[config.mk]
export PLATFORM = sky130hd
export DESIGN_NAME = selector_y
export DESIGN_NICKNAME = d
export VERILOG_FILES = /design/src/rtl/selector_y.sv
export SDC_FILE = /design/constraint.sdc
export NUM_CORES = 1
export LEC_CHECK = 0
export ABC_AREA = 1
export BUFFER_PORTS_ARGS = -buffer_cell sky130_fd_sc_hd__buf_4
export CAP_MARGIN = 25
export CORE_UTILIZATION = 45
export DETAILED_ROUTE_END_ITERATION = 12
export GPL_TIMING_DRIVEN = 0
export PLACE_DENSITY = 0.68
export SLEW_MARGIN = 40
export SYNTH_ARGS = -nofsm -noshare
export SYNTH_HDL_FRONTEND = slang
export SYNTH_SLANG_ARGS = --single-unit
[constraint.sdc]
create_clock -name clk -period 1.8 [get_ports clk]
set_input_delay 0.18 -clock clk [delete_from_list [all_inputs] [get_ports clk]]
set_output_delay 0.18 -clock clk [all_outputs]
set_load 0.02 [all_outputs]
[src/rtl/selector_y.sv]
// Row selector for a 3x3 board cursor.
// Synchronizes and debounces three buttons and drives the row/confirm FSM.
module selector_y #(
    parameter int DEBOUNCE_CYCLES = 4,
    parameter int MAX_Y           = 2
) (
    input  logic       clk,
    input  logic       reset,
    input  logic       btn_arriba,
    input  logic       btn_abajo,
    input  logic       btn_confirmar,
    input  logic       habilitar,
    output logic [2:0] valorY,
    output logic       listoY
);

    localparam logic [7:0] DB_LAST = 8'(DEBOUNCE_CYCLES - 1);
    localparam logic [7:0] CNT_MAX = 8'hFF;
    localparam logic [2:0] TOP     = 3'(MAX_Y);

    localparam int ARR = 0;
    localparam int ABA = 1;
    localparam int CNF = 2;

    typedef enum logic [1:0] {
        ESPERA,
        MOVER,
        CONFIRMAR
    } state_t;

    state_t     state;
    logic [2:0] raw;
    logic [2:0] sync1;
    logic [2:0] sync2;
    logic [2:0] level;
    logic [2:0] rise;
    logic [2:0] pend;
    logic [2:0] req;
    logic [7:0] cnt [3];
    logic [2:0] row_up;
    logic [2:0] row_down;

    assign raw = {btn_confirmar, btn_abajo, btn_arriba};
    assign req = rise | pend;

    // Up wraps from 0 to the top row; down wraps from the top row to 0.
    // Out-of-range values are folded back in so the row stays legal.
    assign row_up   = (valorY == 3'd0 || valorY > TOP) ? TOP
                                                      : valorY - 3'd1;
    assign row_down = (valorY >= TOP) ? 3'd0 : valorY + 3'd1;

    // Two-flop synchronizer for all raw button inputs.
    always_ff @(posedge clk) begin
        if (reset) begin
            sync1 <= '0;
            sync2 <= '0;
        end else begin
            sync1 <= raw;
            sync2 <= sync1;
        end
    end

    // Per-button debouncer: count while the synchronized level disagrees
    // with the accepted level, flip after enough cycles, flag rising flips.
    always_ff @(posedge clk) begin
        if (reset) begin
            level <= '0;
            rise  <= '0;
            for (int i = 0; i < 3; i++) begin
                cnt[i] <= '0;
            end
        end else begin
            rise <= '0;
            for (int i = 0; i < 3; i++) begin
                if (sync2[i] == level[i]) begin
                    cnt[i] <= '0;
                end else if (cnt[i] == DB_LAST) begin
                    level[i] <= sync2[i];
                    rise[i]  <= sync2[i];
                    cnt[i]   <= '0;
                end else if (cnt[i] != CNT_MAX) begin
                    cnt[i] <= cnt[i] + 8'd1;
                end
            end
        end
    end

    // Control FSM: the row update and listoY are registered on the edge
    // that leaves ESPERA; MOVER/CONFIRMAR hold late presses for one cycle.
    always_ff @(posedge clk) begin
        if (reset) begin
            state  <= ESPERA;
            valorY <= 3'd0;
            listoY <= 1'b0;
            pend   <= '0;
        end else begin
            listoY <= 1'b0;
            unique case (state)
                ESPERA: begin
                    pend <= '0;
                    if (habilitar) begin
                        if (req[CNF]) begin
                            state  <= CONFIRMAR;
                            listoY <= 1'b1;
                        end else if (req[ARR] && !req[ABA]) begin
                            state  <= MOVER;
                            valorY <= row_up;
                        end else if (req[ABA] && !req[ARR]) begin
                            state  <= MOVER;
                            valorY <= row_down;
                        end
                    end
                end
                MOVER, CONFIRMAR: begin
                    pend  <= pend | rise;
                    state <= ESPERA;
                end
                default: begin
                    state <= ESPERA;
                end
            endcase
        end
    end

endmodule

**Yosys cells after proc, flatten, opt, wreduce, memory -nomap -nowiden**

Memory sizes are Yosys's and may differ from the RTL's.
Index checks and enable logic that the tools add are counted.

- Bitwise operators: 19
- Reductions and logical operators: 21
- Add/sub/neg operators: 5
- Order comparisons: 2
- Multiplexer cells: 56
- Equality and inequality tests: 11

Operator list:

| kind | count |
|---|---|
| $mux W8 | 9 |
| $mux W1 | 39 |
| $add A8 B1 Y8 const B | 3 |
| $eq A8 B2 Y1 const B | 3 |
| $ne A8 B8 Y1 const B | 3 |
| $mux W3 | 4 |
| $reduce_or A3 Y1 | 4 |
| $not A1 Y1 | 9 |
| $or A1 B1 Y1 | 9 |
| $reduce_and A2 Y1 | 4 |
| $mux W2 | 3 |
| $pmux W3 S2 | 1 |
| $reduce_and A4 Y1 | 1 |
| $reduce_bool A2 Y1 | 2 |
| $reduce_or A2 Y1 | 2 |
| $add A3 B1 Y3 const B | 1 |
| $eq A1 B1 Y1 | 3 |
| $ge A3 B2 Y1 const B | 1 |
| $gt A3 B2 Y1 const B | 1 |
| $logic_not A3 Y1 | 1 |
| $or A3 B3 Y3 | 1 |
| $reduce_bool A3 Y1 | 1 |
| $sub A3 B1 Y3 const B | 1 |
| $eq A2 B1 Y1 const B | 1 |
| other kinds (5) | 7 |

- Memories kept: 1
- RAM bits: 24
- Input port bits: 6
- Flip-flop bits (word level): 21
- Logic and storage cells: 127
- Output and inout bits: 4

Memory list:

| name | depth | width | read ports | clocked after memory_dff | wr ports | line | source |
|---|---|---|---|---|---|---|---|
| cnt | 3 | 8 | 3 | 0 | 3 | 39 | `logic [7:0] cnt [3];` |

**Logic depth before layout (Yosys ltp)**

- Depth after elaboration: 7
- Mapped depth: 9
- Depth with buffers taken out: 9

**Worst setup path after synthesis**

No wires, ideal clock.

- Path type: flip-flop to flip-flop
- Start: memory cnt[1][0]
- End: memory cnt[1][0], enable pin
- Data required time: 1450 ps
- Setup slack: 283 ps
- Arrival: 1166 ps
- Path buffers: 0
- Period minus slack after synthesis: 1517 ps
- Cell stages (with the launch flop): 8
- Setup time: 350 ps
- Path through: edfxtp_1 -> ha_1 -> inv_1 -> nor2_1 -> nand2_1 -> nor2_2 -> inv_2 -> nand4_1

RTL lines:

| what | line |
|---|---|
| start, declared | 39 |

==> metrics.txt <==
diodes inserted 0; min Tclk post-route 1570 ps; Layout Area Growth over Synthesis 11.5%; CTS tree done; count leader, synth nand2_1; Starting DRT DRC Count 76; fin nets 336; yosys warns 0; Setup WS pre-CTS 24.4 ps; Avg Cell Area, Syn 8.13 um2; min setup slack post-route 234 ps; final period utilization 87.0%; GRT Residual Overflow 0; CP max FO 7; first-pass GRT wire length ~6600 um; largest net degree at the start of global routing 15; Hold Buf Count CTS 0; GRT Overall Usage 15.2%; wire length on met3 81 um; uppermost routed layer met4; ratio of total power to cell area 675 mW/mm2; Final Hold Viols 0; hold crit path type in -> reg; core area just over 0.005 mm2; Max-Slew Margin vs Limit 79.8%; Final Wtd Congestion 0.766; drt pass-1 iters 4; Initial Util between 40% and 50%; wire length per cell 10.3 um; Yosys cell types 23; Vias/cell 4.72; syn nets 317; Power, Total around 1.8 mW; # resized after CTS 0; CP Data Required Time 1820 ps; synth top area cells edfxtp_1 30%, dfxtp_1 17%, nand2_1 9.7%; DRC violations left 0; Synth top area share between 20% and 30%; worst-skew pair later-pin latency 310 ps; clock slew at reported path FFs approximately 90 ps; post-detailed-routing wire length 4010 um; Seq/Total Area, Yosys 46.8%; Mapped Area approximately 0.0024 mm2; HPWL after detailed placement 2950 um; met1 wire length 1970 um; Post-Synthesis Cells 300; Worst setup EP type flop; TritonCTS Buffers 5; Critical Path Max Stage Delay approximately 370 ps; Max Clock Skew 9.06 ps; critical path, cell by cell ha_1, inv_1, nor2_1, nand2_1, nor2_2, inv_2, nand4_1, buf_4; WP data arrival 1580 ps; overall die height about 76 um; Post-synth top cells 63 x nand2_1, 54 x nor2_1, 47 x inv_1; via count 1841; CP max-delay cell edfxtp_1; # clock sinks 45; number of flops mapped to enable cells by yosys 24; antenna violation net count after detailed routing 0; CP Class reg -> reg; postcts setup bufs 0; Slew @ Worst Pin ~300 ps; Port Buffers 9; CTS H-tree lvls 2; fmax 0.639 GHz; # setup viols final 0; status finished clean; Clock Path Buffers 2; Pleak roughly 1.1 nW; Ports 10; CP Launch Type flop; Synth Register Bits 45; vias in the first global route 1584; die area 0.00572 mm2; Peak VDD IR 0.474 mV; CTS Root Cell clkbuf_8; Slew Limit Fails 0; Die X 75.6 um; ys async rst share 0%; WL met2 1880 um; setup TNS 0 ps; cell row count 26; Yosys top cell by area edfxtp_1; initial antenna violation count 0; layout cells sized above 1 12.8%; max-cap violations 0; RSZ-0062 raised after global routing false; dominant synthesized flop cell edfxtp_1
stage by stage:
step	hold WS (ps)	util [%]	instance area, um2	instances
after floorplan	259	-	2440	300
after global placement	381	50.2	2590	379
after detailed placement	395	50.2	2590	379
after CTS	78.7	52.2	2700	387
after global routing	93.1	52.6	2720	390
final	74.7	52.6	2720	390
area by class of cell:
cell class | count | area [um2]
clock inverter | 1 | 5.00
tap | 70 | 87.6
buffer | 2 | 10.0
timing repair buffer | 12 | 90.1
inverter | 51 | 191
sequential | 45 | 1140
fill | 486 | 2450
clock buffer | 7 | 97.6
multi-input combinational | 202 | 1100
power breakdown:
group	total, mW	switching, mW	internal [mW]
clock	0.708	0.351	0.356
combinational	0.0474	0.0290	0.0183
sequential	1.08	0.00453	1.08
total	1.84	0.385	1.45
sequential cells by signal (all words and copies together), names as in the netlist:
signal	cells
cnt	24
level	3
listoY	1
pend	3
rise	3
state	2
sync1	3
sync2	3
valorY	3
cell families (layout without fill, tap and decap cells):
logic type | Yosys count | after routing | share of synthesized area (%)
AO/OA/AOI/OAI | 12 | 12 | 2.46
buffers and inverters | 53 | 73 | 8.26
adder cells (fa/ha/maj) | 11 | 11 | 5.64
AND/OR/NAND/NOR | 166 | 166 | 32.2
XOR/XNOR | 13 | 13 | 4.67
flip-flops | 45 | 45 | 46.8
metal layers:
layer / global-route usage (%) / vias to the layer above
li1: - / 979
met1: 19.3 / 839
met2: 24.7 / 15
met3: 3.31 / 8
met4: 7.20 / 0
met5: 0 / -
worst max-delay path, delay by kind of cell, from the launching register on:
| kind | cells | cell delay (ps) |
|---|---|---|
| adder cells (fa/ha/maj) | 1 | 210 |
| buffers and inverters | 3 | 320 |
| flip-flops | 1 | 370 |
| AND/OR/NAND/NOR | 4 | 390 |
path summary, 6_finish.rpt:
path	from	endpoint	slack, ps	depth (start not counted)
worst max-delay path	cnt[1][0]$_SDFFCE_PN0P_	cnt[1][1]$_SDFFCE_PN0P_	230	8
worst max register to register	cnt[1][0]$_SDFFCE_PN0P_	cnt[1][1]$_SDFFCE_PN0P_	230	8
worst min register to register	sync1[0]$_SDFF_PP0_	sync2[0]$_SDFF_PP0_	400	2
worst min-delay path	btn_abajo	sync1[1]$_SDFF_PP0_	70	3
placed cells by master, fill, tap and decap left out, types with 5 or more instances in the layout:
| cell | Yosys | final |
|---|---|---|
| dfxtp_1 | 21 | 21 |
| nand2_1 | 63 | 63 |
| xnor2_1 | 6 | 6 |
| nor2_1 | 54 | 54 |
| xor2_1 | 7 | 7 |
| nand4_1 | 7 | 7 |
| nand3_1 | 22 | 22 |
| clkbuf_8 | 0 | 5 |
| ha_1 | 11 | 11 |
| inv_1 | 47 | 47 |
| buf_4 | 0 | 12 |
| a21oi_1 | 8 | 8 |
| edfxtp_1 | 24 | 24 |
Power figures use the tool's default switching activity.
